### src/rtl/noc_pe_traffic.sv
// ---------------------------------------------------------------------------
// noc_pe_traffic
//
// Processing-element traffic endpoint for the hierarchical NoC.  The
// injection side issues PktLmit packets, each addressed by a synthetic
// traffic pattern and stamped with the cycle it was launched.  The ejection
// side sinks every packet the network delivers, counts it and reports how
// many cycles it spent in flight.
//
// Ports
//   clk             PE clock, all logic on the rising edge
//   rst             asynchronous active-high reset
//   i_data          flit arriving from the network {dest, timestamp}
//   i_data_valid    i_data valid, one cycle per delivered packet
//   o_data_ready    PE can accept an arriving flit (high outside reset)
//   o_data          injected flit {dest, timestamp}
//   o_data_valid    o_data valid
//   i_data_ready    network accepts o_data
//   done            global stop request, halts injection
//   o_rx_count      packets received since reset (saturating)
//   o_last_latency  latency of the most recently received packet
//   o_addr_err      sticky: a packet arrived addressed to another PE
// ---------------------------------------------------------------------------
module noc_pe_traffic #(
    parameter int          address      = 0,
    parameter int          numPE        = 4,
    parameter int          AddressWidth = $clog2(numPE),
    parameter int          DataWidth    = 32,
    parameter int          TotalWidth   = DataWidth + AddressWidth,
    parameter int unsigned PktLmit      = 100,
    parameter string       Pattern      = "Tornado"
) (
    input  logic                  clk,
    input  logic                  rst,
    input  logic [TotalWidth-1:0] i_data,
    input  logic                  i_data_valid,
    output logic                  o_data_ready,
    output logic [TotalWidth-1:0] o_data,
    output logic                  o_data_valid,
    input  logic                  i_data_ready,
    input  logic                  done,
    output logic [31:0]           o_rx_count,
    output logic [DataWidth-1:0]  o_last_latency,
    output logic                  o_addr_err
);

    // Pattern selection is resolved at elaboration time.  Every pattern
    // except Uniform yields one fixed destination; unknown pattern names
    // fall back to Tornado.
    localparam bit IsUniform = (Pattern == "Uniform");
    localparam int TornadoDest   = (address + numPE / 2 - 1) % numPE;
    localparam int NeighbourDest = (address + 1) % numPE;
    localparam logic [AddressWidth-1:0] FixedDest =
        (Pattern == "Neighbour")  ? AddressWidth'(NeighbourDest) :
        (Pattern == "Complement") ? AddressWidth'(~address)      :
                                    AddressWidth'(TornadoDest);
    localparam logic [AddressWidth-1:0] OwnAddr  = AddressWidth'(address);
    localparam logic [15:0]             LfsrSeed = 16'(address + 1);

    typedef enum logic [1:0] {
        IDLE,
        SEND,
        FINISH
    } stateT;

    stateT                   r_state;
    stateT                   w_nextState;
    logic                    w_load;
    logic                    w_nextValid;
    logic                    w_transfer;
    logic                    w_rxFire;
    logic [15:0]             w_lfsrNext;
    logic [AddressWidth-1:0] w_dest;

    logic [DataWidth-1:0]    r_tsCount;
    logic [31:0]             r_sentCount;
    logic [15:0]             r_lfsr;
    logic [TotalWidth-1:0]   r_data;
    logic                    r_dataValid;
    logic                    r_dataReady;
    logic [31:0]             r_rxCount;
    logic [DataWidth-1:0]    r_lastLatency;
    logic                    r_addrErr;

    assign w_transfer = r_dataValid & i_data_ready;
    assign w_rxFire   = i_data_valid & r_dataReady;

    // Fibonacci LFSR with taps 16,14,13,11, shifting toward the MSB.
    assign w_lfsrNext = {r_lfsr[14:0], r_lfsr[15] ^ r_lfsr[13] ^ r_lfsr[12] ^ r_lfsr[10]};

    // A flit loaded on the same edge as a transfer must see the LFSR value
    // after that transfer's advance, so the Uniform destination looks ahead.
    assign w_dest = IsUniform ? (w_transfer ? w_lfsrNext[AddressWidth-1:0]
                                            : r_lfsr[AddressWidth-1:0])
                              : FixedDest;

    // State register of the injection machine.
    always_ff @(posedge clk or posedge rst) begin
        if (rst) begin
            r_state <= IDLE;
        end else begin
            r_state <= w_nextState;
        end
    end

    // Next state, next valid and flit-load decision.  done overrides
    // everything else; a transfer on that same edge is still counted by the
    // sent counter because that counter looks only at the handshake.
    always_comb begin
        w_nextState = r_state;
        w_nextValid = r_dataValid;
        w_load      = 1'b0;
        case (r_state)
            IDLE: begin
                if (PktLmit == 0) begin
                    w_nextState = FINISH;
                    w_nextValid = 1'b0;
                end else begin
                    w_nextState = SEND;
                    w_nextValid = 1'b1;
                    w_load      = 1'b1;
                end
            end
            SEND: begin
                if (w_transfer) begin
                    if ((r_sentCount + 32'd1) == PktLmit) begin
                        w_nextState = FINISH;
                        w_nextValid = 1'b0;
                    end else begin
                        w_load = 1'b1;
                    end
                end
            end
            FINISH: begin
                w_nextValid = 1'b0;
            end
            default: begin
                w_nextState = FINISH;
                w_nextValid = 1'b0;
            end
        endcase
        if (done) begin
            w_nextState = FINISH;
            w_nextValid = 1'b0;
            w_load      = 1'b0;
        end
    end

    // Injection datapath: free-running timestamp, sent counter, LFSR and
    // the registered outgoing flit.  The stamp is the counter value on the
    // edge that raises (or reloads) o_data_valid.
    always_ff @(posedge clk or posedge rst) begin
        if (rst) begin
            r_tsCount   <= '0;
            r_sentCount <= '0;
            r_lfsr      <= LfsrSeed;
            r_data      <= '0;
            r_dataValid <= 1'b0;
        end else begin
            r_tsCount   <= r_tsCount + 1'b1;
            r_dataValid <= w_nextValid;
            if (w_transfer) begin
                r_sentCount <= r_sentCount + 32'd1;
                r_lfsr      <= w_lfsrNext;
            end
            if (w_load) begin
                r_data <= {w_dest, r_tsCount};
            end
        end
    end

    // Ejection side: always ready once out of reset so the network can
    // drain even after injection has stopped.
    always_ff @(posedge clk or posedge rst) begin
        if (rst) begin
            r_dataReady   <= 1'b0;
            r_rxCount     <= '0;
            r_lastLatency <= '0;
            r_addrErr     <= 1'b0;
        end else begin
            r_dataReady <= 1'b1;
            if (w_rxFire) begin
                if (r_rxCount != 32'hFFFF_FFFF) begin
                    r_rxCount <= r_rxCount + 32'd1;
                end
                r_lastLatency <= r_tsCount - i_data[DataWidth-1:0];
                if (i_data[TotalWidth-1:DataWidth] != OwnAddr) begin
                    r_addrErr <= 1'b1;
                end
            end
        end
    end

    assign o_data         = r_data;
    assign o_data_valid   = r_dataValid;
    assign o_data_ready   = r_dataReady;
    assign o_rx_count     = r_rxCount;
    assign o_last_latency = r_lastLatency;
    assign o_addr_err     = r_addrErr;

endmodule

### config.mk
export PLATFORM = sky130hd
export DESIGN_NAME = noc_pe_traffic
export DESIGN_NICKNAME = d
export VERILOG_FILES = /design/src/rtl/noc_pe_traffic.sv
export SDC_FILE = /design/constraint.sdc
export NUM_CORES = 1
export LEC_CHECK = 0
export CAP_MARGIN = 10
export CORE_ASPECT_RATIO = 1.75
export CORE_MARGIN = 1.5
export CORE_UTILIZATION = 49
export CTS_CLUSTER_SIZE = 25
export DETAILED_ROUTE_END_ITERATION = 7
export PLACE_DENSITY = 0.79
export SYNTH_ARGS = -nofsm -noshare
export SYNTH_HDL_FRONTEND = slang
export SYNTH_SLANG_ARGS = --single-unit
### constraint.sdc
create_clock -name clk -period 6.91 [get_ports clk]
set_input_delay 1.382 -clock clk [delete_from_list [all_inputs] [get_ports clk]]
set_output_delay 1.382 -clock clk [all_outputs]
set_load 0.01 [all_outputs]
Yosys cells after proc, flatten, opt, wreduce, memory -nomap -nowiden
Index checks and enable logic that the tools add are counted.

operators by class
  equal/unequal tests = 7
  mux-type cells = 12
  reductions and logical operators = 6
  bitwise logic cells = 2
  add/sub/neg operators = 4

operators with widths
  operator                                                                 count
  32-bit by 1-bit adder with 32-bit output (second input constant)         3
  32-bit by 7-bit equality test with 1-bit output (second input constant)  1
  32-bit inequality test (second input constant)                           1
  32-bit subtractor                                                        1
  1-bit two-way mux                                                        6
  2-bit two-way mux                                                        3
  3-bit inequality test (second input constant)                            2
  2-bit one-hot mux with 3 select lines                                    1
  2-bit AND reduction                                                      3
  1-bit one-hot mux with 2 select lines                                    2
  3-bit AND reduction                                                      1
  1-bit bitwise AND                                                        2
  2-bit by 1-bit equality test with 1-bit output (second input constant)   1
  2-bit equality test (second input constant)                              1
  2-bit logical NOT                                                        1
  2-bit inequality test (second input constant)                            1
  2-bit nonzero test                                                       1

word-level totals
  logic and storage cells = 40
  output and inout port bits = 101
  bits in registers = 166
  input bits = 39

Depth between registers and ports, before layout
Gate-level depths: netlist of the first run.

  word-level depth = 6
  mapped depth = 11
  mapped depth without buffers = 11

Worst setup path before layout of the first run
Ideal clock, no wire load.

  path kind = input to register
  start = in i_data[17]
  end = reg r_lastLatency[30], in the netlist o_last_latency[30]
  required time = 6.790 ns
  arrival time = 3.605 ns
  library setup time = 0.120 ns
  slack = 3.185 ns
  path buffers = 1
  cell stages on the path = 10
  cells stage by stage = inv_1 -> ha_1 -> clkbuf_1 -> a21o_1 -> a21o_1 -> a2111oi_0 -> a21oi_1 -> o211a_1 -> or3_1 -> a31o_2

on the way
  word-level cells in the longest chain between the ends = 1

RTL lines
  element                 line  source
  start: declaration      35    input logic [TotalWidth-1:0] i_data,
  32-bit subtractor       186   r_lastLatency <= r_tsCount - i_data[DataWidth-1:0];
  end signal: assignment  186
  end: declaration        82    logic [DataWidth-1:0] r_lastLatency;

No other way between the ends.
A chain may end at the register's enable or synchronous reset.

Final worst setup path of the first run
Ends and elaborated chain as after synthesis.

==> results of run 1 <==
==> critical path, cell delays in order <==
cell             delay (ns)
clkdlybuf4s50_1        0.52
inv_1                  0.07
ha_1                   0.38
a21o_1                 0.21
a21o_1                 0.18
a2111oi_0              0.53
a21oi_1                0.27
o211a_1                0.29
or3_1                  0.31
a31o_2                 0.23
==> placed cells by master, fill, tap and decap left out, types with 4 or more instances in the layout <==
cell type / n
o21ai_0: 46
clkdlybuf4s50_1: 138
xor2_1: 50
nand4_1: 32
a31oi_1: 6
o211ai_1: 4
nand3_1: 44
inv_1: 48
clkbuf_16: 17
and4_1: 9
o21a_1: 4
or3_1: 4
o21bai_1: 8
a21o_1: 14
nor2_1: 47
o31ai_1: 7
xnor2_1: 76
mux2_4: 29
and2_1: 4
nor3_1: 25
and3_1: 20
ha_1: 35
nand2_1: 96
nor4_1: 5
inv_6: 6
dfrtp_1: 166
nand2b_1: 5
a21oi_1: 31
o41ai_1: 5
nor3b_1: 5
mux2_2: 5
nor2b_1: 4
==> worst max-delay path by stage <==
stage               slack (ns)  startpoint  cells after the start                             end
floorplan                 1.04         rst                      1          o_addr_err$_DFFE_PP0P_
global placement          2.49  i_data[17]                     10  o_last_latency[30]$_DFFE_PP0P_
detailed placement        2.44  i_data[17]                     10  o_last_latency[30]$_DFFE_PP0P_
CTS                       2.89  i_data[17]                     10  o_last_latency[30]$_DFFE_PP0P_
global route              2.81  i_data[17]                     10  o_last_latency[26]$_DFFE_PP0P_
finish                    2.86  i_data[17]                     10  o_last_latency[30]$_DFFE_PP0P_
==> state kept, by name, indices dropped and copies added (netlist names) <==
signal          flops
o_data_valid        1
o_last_latency     32
o_rx_count         32
r_sentCount        32
o_data_ready        1
r_state             2
r_tsCount          32
o_addr_err          1
o_data             33
==> metrics by stage <==
step | utilization | cell area, µm² | cells
2_1_floorplan | - | 9310 | 922
3_3_place_gp | 0.582 | 10800 | 1270
3_5_place_dp | 0.582 | 10800 | 1270
4_1_cts | 0.614 | 11400 | 1302
5_1_grt | 0.614 | 11400 | 1302
6_report | 0.614 | 11400 | 1302
==> cells by family after synthesis <==
group | count (synthesis) | synth area share
flip-flops | 166 | 0.446
multiplexers | 36 | 0.0550
other | 2 | 0.000807
buffers and inverters | 80 | 0.0427
XOR/XNOR | 126 | 0.119
AO/OA/AOI/OAI | 154 | 0.108
AND/OR/NAND/NOR | 322 | 0.180
adder cells (fa/ha/maj) | 36 | 0.0492
==> power groups by stage <==
| stage | sequential (mW) | clock (mW) | combinational [mW] |
|---|---|---|---|
| after floorplan | 1.09 | 0 | 0.108 |
| after detailed placement | 1.07 | 0 | 0.270 |
| after global placement | 1.07 | 0 | 0.265 |
| after CTS | 1.05 | 0.986 | 0.272 |
| after global routing | 1.06 | 1.02 | 0.292 |
| final | 1.05 | 0.969 | 0.266 |
==> layout make-up <==
class | instances | area [µm²]
Clock buffer | 18 | 429
Tap cell | 238 | 298
Sequential cell | 166 | 4150
Inverter | 49 | 189
Multi-Input combinational cell | 676 | 4760
Timing Repair Buffer | 141 | 1400
Fill cell | 1576 | 7180
Clock inverter | 14 | 166
==> per-layer routing <==
layer,wire length [µm],up-vias,share of wire,global-route usage
met1,8310,3510,0.38,0.247
met4,608,0,0.028,0.0928
met2,11700,172,0.54,0.422
met5,0,-,0,0
met3,1060,41,0.049,0.0588
li1,-,3493,-,-
==> results.ini, run 1 <==
[logic_synthesis]
synth_cells=922
ys_ff_latch=166
ys_top_cells_by_area=dfrtp_1, xnor2_1, ha_1, xor2_1, mux2_4
synth_edf_count=0
post-synth-top-area-cell=dfrtp_1
yosysMostFrequentCell=dfrtp_1
synth_common_cells=dfrtp_1, nand2_1, xnor2_1
synth_area_per_cell_um2=10.1
yosys.cell_types.count=69
synth.top_cell.area_share=0.446
ys_seq_area_frac=0.446
async_flop_share=1.00
yosysWarnings=0
syn_nets=997
synth_flop_cell=dfrtp_1
synth_area_mm2=0.00931

[timing]
fin_crit_ns=4.05
tns_ns=0
rsz0062_at_grt=false
setup_violations=0
maxSlewViolCount=0
fin_ws_ns=2.86
clock.fmax_mhz=247
worst_pin_slew_ns=0.995
min_period_over_period=0.586
fin_skew_ns=0.00963
hold_ws_ns=0.471
slew_headroom=0.336
hold_viol_final=0

[die]
core_area_mm2=0.0186
die_h_um=185
rows=66
start_util=0.501
die_w_um=107
die_area_mm2=0.0199
ios=140

[clock_network]
root_buffer=clkbuf_16
cts_resized=0
hold_buffers=0
cts-htree-levels=4
clock-sinks=166
clk_latency_ns=0.44
cts_setup_buffers=0
cts_buffer_depth=2
cts_inserted_buffers=17
cts.clk_slew.worst_paths_ns=0.07
cts_tree=yes

[job]
maxCapViolCount=0

[placement]
dp_hpwl_mm=16.0
io_buffer_count=138
place_congestion=0.848
dpl_worst_slack_ns=2.44

[finish]
final_layout_size_suffix_gt1_frac=0.0808
final_nets=1126
n_antenna_cell=0
areaGrowthSynthToFinish_pct=22.5

[route]
routed_wl_mm=21.7
drt_pass1_iterations=5
vias=7216
remaining_drc_errors=0
first_iter_violations=285
avgViaCountPerCell=5.54
ant_nets=0
routedWlPerCell_um=16.7

[global_routing]
grt_pass1_wl_mm=35.9
antenna_found_initial=0
grtUsageTotal=0.230
grt_pass1_vias=7323
grt_max_degree=113
grt-ovfl-total=0

[power]
pwr-share-clk=0.423
power.density_mw_per_mm2=201
pwr-share-seq=0.461
cellLeakagePower_nw=5.18
p_comb_frac=0.116
power_mw=2.29
p_switching_mw=0.591
internal_power_mw=1.70
irDropWorstVdd_mv=0.159
swShare=0.258

[setup_path]
crit_fanout=7
r2r_setup_slack_ns=3.08
cp.arrival_ns=4.37
r2r_start=r_sentCount[0]$_DFFE_PP0P_
crit_path_end_kind=flop
path_class=in -> reg
cp-start-kind=input port
worst_ep_required_time_ns=7.23
r2r-end=o_data[2]$_DFFE_PP0P_
r2r_cells=10

[worst_hold_path]
hold_path_startpoint=o_data[32]$_DFFE_PP0P_
min_path_cells=1
whs_endpoint=o_data[32]$_DFFE_PP0P_
hp-class=reg -> reg

[run_status]
status=finished clean

No activity file was read; power rests on OpenSTA's default activity.
==> inputs of run 2 (changes only) <==
==> constraint.sdc (replaced) <==
create_clock -name clk -period 3.88 [get_ports clk]
set_input_delay 0.776 -clock clk [delete_from_list [all_inputs] [get_ports clk]]
set_output_delay 0.776 -clock clk [all_outputs]
set_load 0.01 [all_outputs]
==> run 2 against run 1 <==
Net effect: clock-buffer cell count unchanged; core utilization increased by 0.59 points; flip-flop and latch count unchanged; sequential share of layout area decreased by 0.35 points; power increased by 76%; highest routed layer unchanged; via count increased by 1.3%; sequential power increased by 79%; clock power increased by 72%; global-route usage increased by 0.46 points; critical path depth unchanged; hold slack improved by 0.012 ns.
==> results.ini, run 2 (synthesis results as in run 1) <==
[run_status]
status=finished clean

[power]
irDropWorstVdd_mv=0.278
power.density_mw_per_mm2=351
power_mw=4.04
cellLeakagePower_nw=5.23

[setup_path]
cp-start-kind=input port
r2r_start=r_sentCount[1]$_DFFE_PP0P_
max_stage_delay_ns=0.60
cp_common_cell=a21o_1
cp_slowest_cell=a2111oi_0
r2r_cells=9
crit_path_end_kind=flop
crit_fanout=4
r2r_setup_slack_ns=0.54
r2r-end=o_data[25]$_DFFE_PP0P_
path_class=in -> reg
worst_ep_required_time_ns=4.20
crit_path_cell_trace=clkdlybuf4s50_1, inv_1, ha_1, a21o_1, a21o_1, a2111oi_0, a21oi_1, o211a_1, or3_1, a31o_2
cp.arrival_ns=3.73

[die]
die_h_um=185
core_area_mm2=0.0186
rows=66
ios=140
die_area_mm2=0.0199
start_util=0.501
die_w_um=107

[clock_network]
cts_tree=yes
cts-htree-levels=4
root_buffer=clkbuf_16
clock-sinks=166
cts_inserted_buffers=17
cts_buffer_depth=2
cts_resized=0
hold_buffers=0
clk_latency_ns=0.43
cts.clk_slew.worst_paths_ns=0.06
cts_setup_buffers=0

[timing]
hold_viol_final=0
rsz0062_at_grt=false
worst_pin_slew_ns=0.792
clock.fmax_mhz=293
fin_crit_ns=3.41
tns_ns=0
maxSlewViolCount=0
slew_headroom=0.471
min_period_over_period=0.879
setup_violations=0
fin_skew_ns=0.0146
fin_ws_ns=0.471

[worst_hold_path]
min_path_cells=1
whs_endpoint=o_addr_err$_DFFE_PP0P_
hold_path_startpoint=o_addr_err$_DFFE_PP0P_
hp-class=reg -> reg

[placement]
place_congestion=0.887
io_buffer_count=138
dpl_worst_slack_ns=0.0562
dp_hpwl_mm=16.6

[finish]
final_layout_size_suffix_gt1_frac=0.0920
mostFrequentLayoutCell=dfrtp_1
regArea_mm2=0.00415
n_antenna_cell=0
multi_input_area_mm2=0.00476
final_nets=1138
areaGrowthSynthToFinish_pct=23.6
fill_cells=1582
layout_common_cells=dfrtp_1, clkdlybuf4s50_1, nand2_1
largest_reg_flops=33

[route]
remaining_drc_errors=0
dr_wl_met2_mm=12.0
ant_nets=0
highest_layer=met4
routedWlPerCell_um=16.7
first_iter_violations=243
met3_length_mm=1.09
avgViaCountPerCell=5.56
vias=7308
met1_length_mm=8.17
drt_pass1_iterations=4
routed_wl_mm=22.0

[global_routing]
grt_max_degree=69
antenna_found_initial=0
grtUsageTotal=0.234
grt_pass1_wl_mm=36.4
grt_pass1_vias=7438
grt-ovfl-total=0

[job]
maxCapViolCount=0

## run 2: cell types whose count changed in the layout (fill, tap and decap cells not counted), sizes merged
cell,previous run,this run
buf,3,15
bufinv,2,1
clkinv,5,6
clkinvlp,0,2
inv,56,54
## run 2: layer usage
layer  up-vias  track usage
li1       3523            -
met3        53       0.0531
met1      3545        0.250
met5         -            0
met2       187        0.430
met4         0        0.110
## run 2: worst max path at each step
| stage | cells after the start | startpoint | slack [ns] | end |
|---|---|---|---|---|
| 2_1_floorplan | 10 | i_data[17] | 0.76 | o_last_latency[30]$_DFFE_PP0P_ |
| 3_3_place_gp | 10 | i_data[17] | 0.14 | o_last_latency[30]$_DFFE_PP0P_ |
| 3_5_place_dp | 10 | i_data[17] | 0.06 | o_last_latency[30]$_DFFE_PP0P_ |
| 4_1_cts | 10 | i_data[17] | 0.51 | o_last_latency[30]$_DFFE_PP0P_ |
| 5_1_grt | 10 | r_sentCount[1]$_DFFE_PP0P_ | 0.37 | o_data[26]$_DFFE_PP0P_ |
| 6_report | 10 | i_data[17] | 0.47 | o_last_latency[30]$_DFFE_PP0P_ |
## run 2: critical path, delay by kind of cell
kind | cells | cell delay [ns]
adder cells (fa/ha/maj) | 1 | 0.30
AND/OR/NAND/NOR | 1 | 0.31
buffers and inverters | 2 | 0.55
AO/OA/AOI/OAI | 6 | 1.79
## run 2: power breakdown
part	leakage, nW	total (mW)	switching [mW]	internal (mW)
registers	2.20	1.88	0.0717	1.81
logic	2.74	0.483	0.229	0.254
clock network	0.285	1.67	0.755	0.919
total	5.23	4.04	1.06	2.98
## run 2: cell type report
type,instances,share of cell area
Multi-Input combinational cell,676,0.414
Sequential cell,166,0.361
Timing Repair Buffer,153,0.133
Clock buffer,18,0.0382
Tap cell,238,0.0259
Inverter,49,0.0163
Clock inverter,14,0.0122
## run 2: per-stage QoR
stage,util,cell area [µm²],instances,hold slack [ns]
5_1_grt,0.620,11500,1314,0.503
3_5_place_dp,0.588,10900,1282,0.463
2_1_floorplan,-,9310,922,0.469
6_report,0.620,11500,1314,0.483
3_3_place_gp,0.588,10900,1282,0.447
4_1_cts,0.620,11500,1314,0.480
==> inputs of run 3 (changes only) <==
--- a/config.mk
+++ b/config.mk
@@ -12,6 +12,7 @@
 export CTS_CLUSTER_SIZE = 25
 export DETAILED_ROUTE_END_ITERATION = 7
 export PLACE_DENSITY = 0.79
+export SETUP_SLACK_MARGIN = 0.4
 export SYNTH_ARGS = -nofsm -noshare
 export SYNTH_HDL_FRONTEND = slang
 export SYNTH_SLANG_ARGS = --single-unit
==> run 3 against run 2 <==
Net effect: via count down 0.25%; power about the same; clock skew about the same; wire length increased by 0.22%; register-to-register slack hardly changed; non-clock buffer count is the same; critical endpoint unchanged; fmax rose by 0.70%; worst setup slack improved by 0.024 ns; global-route usage stayed put; core utilization hardly changed; cell count is the same.
==> results.ini, run 3 (synthesis results as in run 1) <==
[run_status]
status=finished clean

[clock_network]
cts_tree=yes
cts_inserted_buffers=17
clk_latency_ns=0.43
cts-htree-levels=4
cts_setup_buffers=0
clock-sinks=166
cts.clk_slew.worst_paths_ns=0.06
root_buffer=clkbuf_16
cts_buffer_depth=2

[route]
routed_wl_mm=22.0
remaining_drc_errors=0
drt_pass1_iterations=4
ant_nets=0
avgViaCountPerCell=5.55
vias=7290
routedWlPerCell_um=16.8
first_iter_violations=243

[worst_hold_path]
hp-class=reg -> reg

[timing]
rsz0062_at_grt=false
worst_pin_slew_ns=0.793
hold_viol_final=0
tns_ns=0
setup_violations=0
slew_headroom=0.470
clock.fmax_mhz=295
fin_crit_ns=3.39
fin_ws_ns=0.495
fin_skew_ns=0.0146
maxSlewViolCount=0
min_period_over_period=0.873

[die]
rows=66
start_util=0.501
die_h_um=185
die_area_mm2=0.0199
die_w_um=107
ios=140
core_area_mm2=0.0186

[finish]
mostFrequentLayoutCell=dfrtp_1
final_layout_size_suffix_gt1_frac=0.0920
final_nets=1138
largest_reg_flops=33
finish.utilization=0.620
areaGrowthSynthToFinish_pct=23.7
layout_common_cells=dfrtp_1, clkdlybuf4s50_1, nand2_1
n_antenna_cell=0

[setup_path]
setup.worst_path.start=i_data[17]
cp_common_cell=a21o_1
r2r-end=o_data[25]$_DFFE_PP0P_
path_class=in -> reg
r2r_start=r_sentCount[1]$_DFFE_PP0P_
worst_ep_required_time_ns=4.20
max_stage_delay_ns=0.57
cp-start-kind=input port
crit_path_end_kind=flop
r2r_setup_slack_ns=0.55
r2r_cells=9
cp.arrival_ns=3.71
cp_slowest_cell=a2111oi_0
crit_fanout=4
endpoint=o_last_latency[30]$_DFFE_PP0P_
crit_path_cell_trace=clkdlybuf4s50_1, inv_1, ha_1, a21o_1, a21o_1, a2111oi_0, a21oi_1, o211a_1, or3_1, a31o_2

[job]
maxCapViolCount=0

[placement]
place_congestion=0.887
io_buffer_count=138
dp_hpwl_mm=16.6
dpl_worst_slack_ns=0.0562

[global_routing]
antenna_found_initial=0
grt_pass1_vias=7438
grt-ovfl-total=0
grtUsageMet3=0.0531
grt_pass1_wl_mm=36.4
busiest_layer=met2
grt_max_degree=69
grtUsageTotal=0.234
grtUsageMet2=0.430
use_met1=0.250

[power]
power_mw=4.04
irDropWorstVdd_mv=0.278
power.density_mw_per_mm2=350
cellLeakagePower_nw=5.23

[run 3: worst min path at each step]
| stage | to | startpoint | cells after the start |
|---|---|---|---|
| 3_5_place_dp | o_addr_err$_DFFE_PP0P_ | o_addr_err$_DFFE_PP0P_ | 1 |
| 3_3_place_gp | o_data[32]$_DFFE_PP0P_ | o_data[32]$_DFFE_PP0P_ | 1 |
| 6_report | o_addr_err$_DFFE_PP0P_ | o_addr_err$_DFFE_PP0P_ | 1 |
| 2_1_floorplan | r_sentCount[22]$_DFFE_PP0P_ | r_sentCount[22]$_DFFE_PP0P_ | 1 |
| 5_1_grt | o_last_latency[10]$_DFFE_PP0P_ | o_last_latency[10]$_DFFE_PP0P_ | 2 |
| 4_1_cts | o_addr_err$_DFFE_PP0P_ | o_addr_err$_DFFE_PP0P_ | 1 |
[run 3: critical path: cells and delay by family]
| kind | cells | cell delay, ns |
|---|---|---|
| compound gates | 6 | 1.76 |
| fa+ha+maj | 1 | 0.30 |
| buf+inv | 2 | 0.56 |
| simple gates | 1 | 0.31 |
[run 3: final cells by class]
class / count / area [µm²]
Tap cell: 238 / 298
Timing Repair Buffer: 153 / 1530
Clock inverter: 14 / 140
Clock buffer: 18 / 439
Fill cell: 1577 / 7060
Multi-Input combinational cell: 676 / 4770
Sequential cell: 166 / 4150
Inverter: 49 / 188
[run 3: metal layers]
| layer | vias up | wire (µm) |
|---|---|---|
| met5 | - | 0 |
| met4 | 0 | 744 |
| met3 | 51 | 1030 |
| met2 | 176 | 12000 |
| met1 | 3543 | 8230 |
| li1 | 3520 | - |
[run 3: repair_timing]
action,CTS,global route
hold buffers,0,0
endpoints found under the setup margin,0,31
resized for setup,0,1
[run 3: power breakdown]
part / switching (mW) / total (mW) / leakage, nW / internal [mW]
clock network: 0.755 / 1.67 / 0.285 / 0.919
logic: 0.229 / 0.483 / 2.74 / 0.254
registers: 0.0718 / 1.88 / 2.20 / 1.81
[run 3: per-stage QoR]
stage	cell area, µm²	hold slack, ns	std cells
final	11500	0.483	1314
after global routing	11500	0.503	1314
after CTS	11500	0.480	1314
after detailed placement	10900	0.463	1282
after global placement	10900	0.447	1282
after floorplan	9310	0.469	922
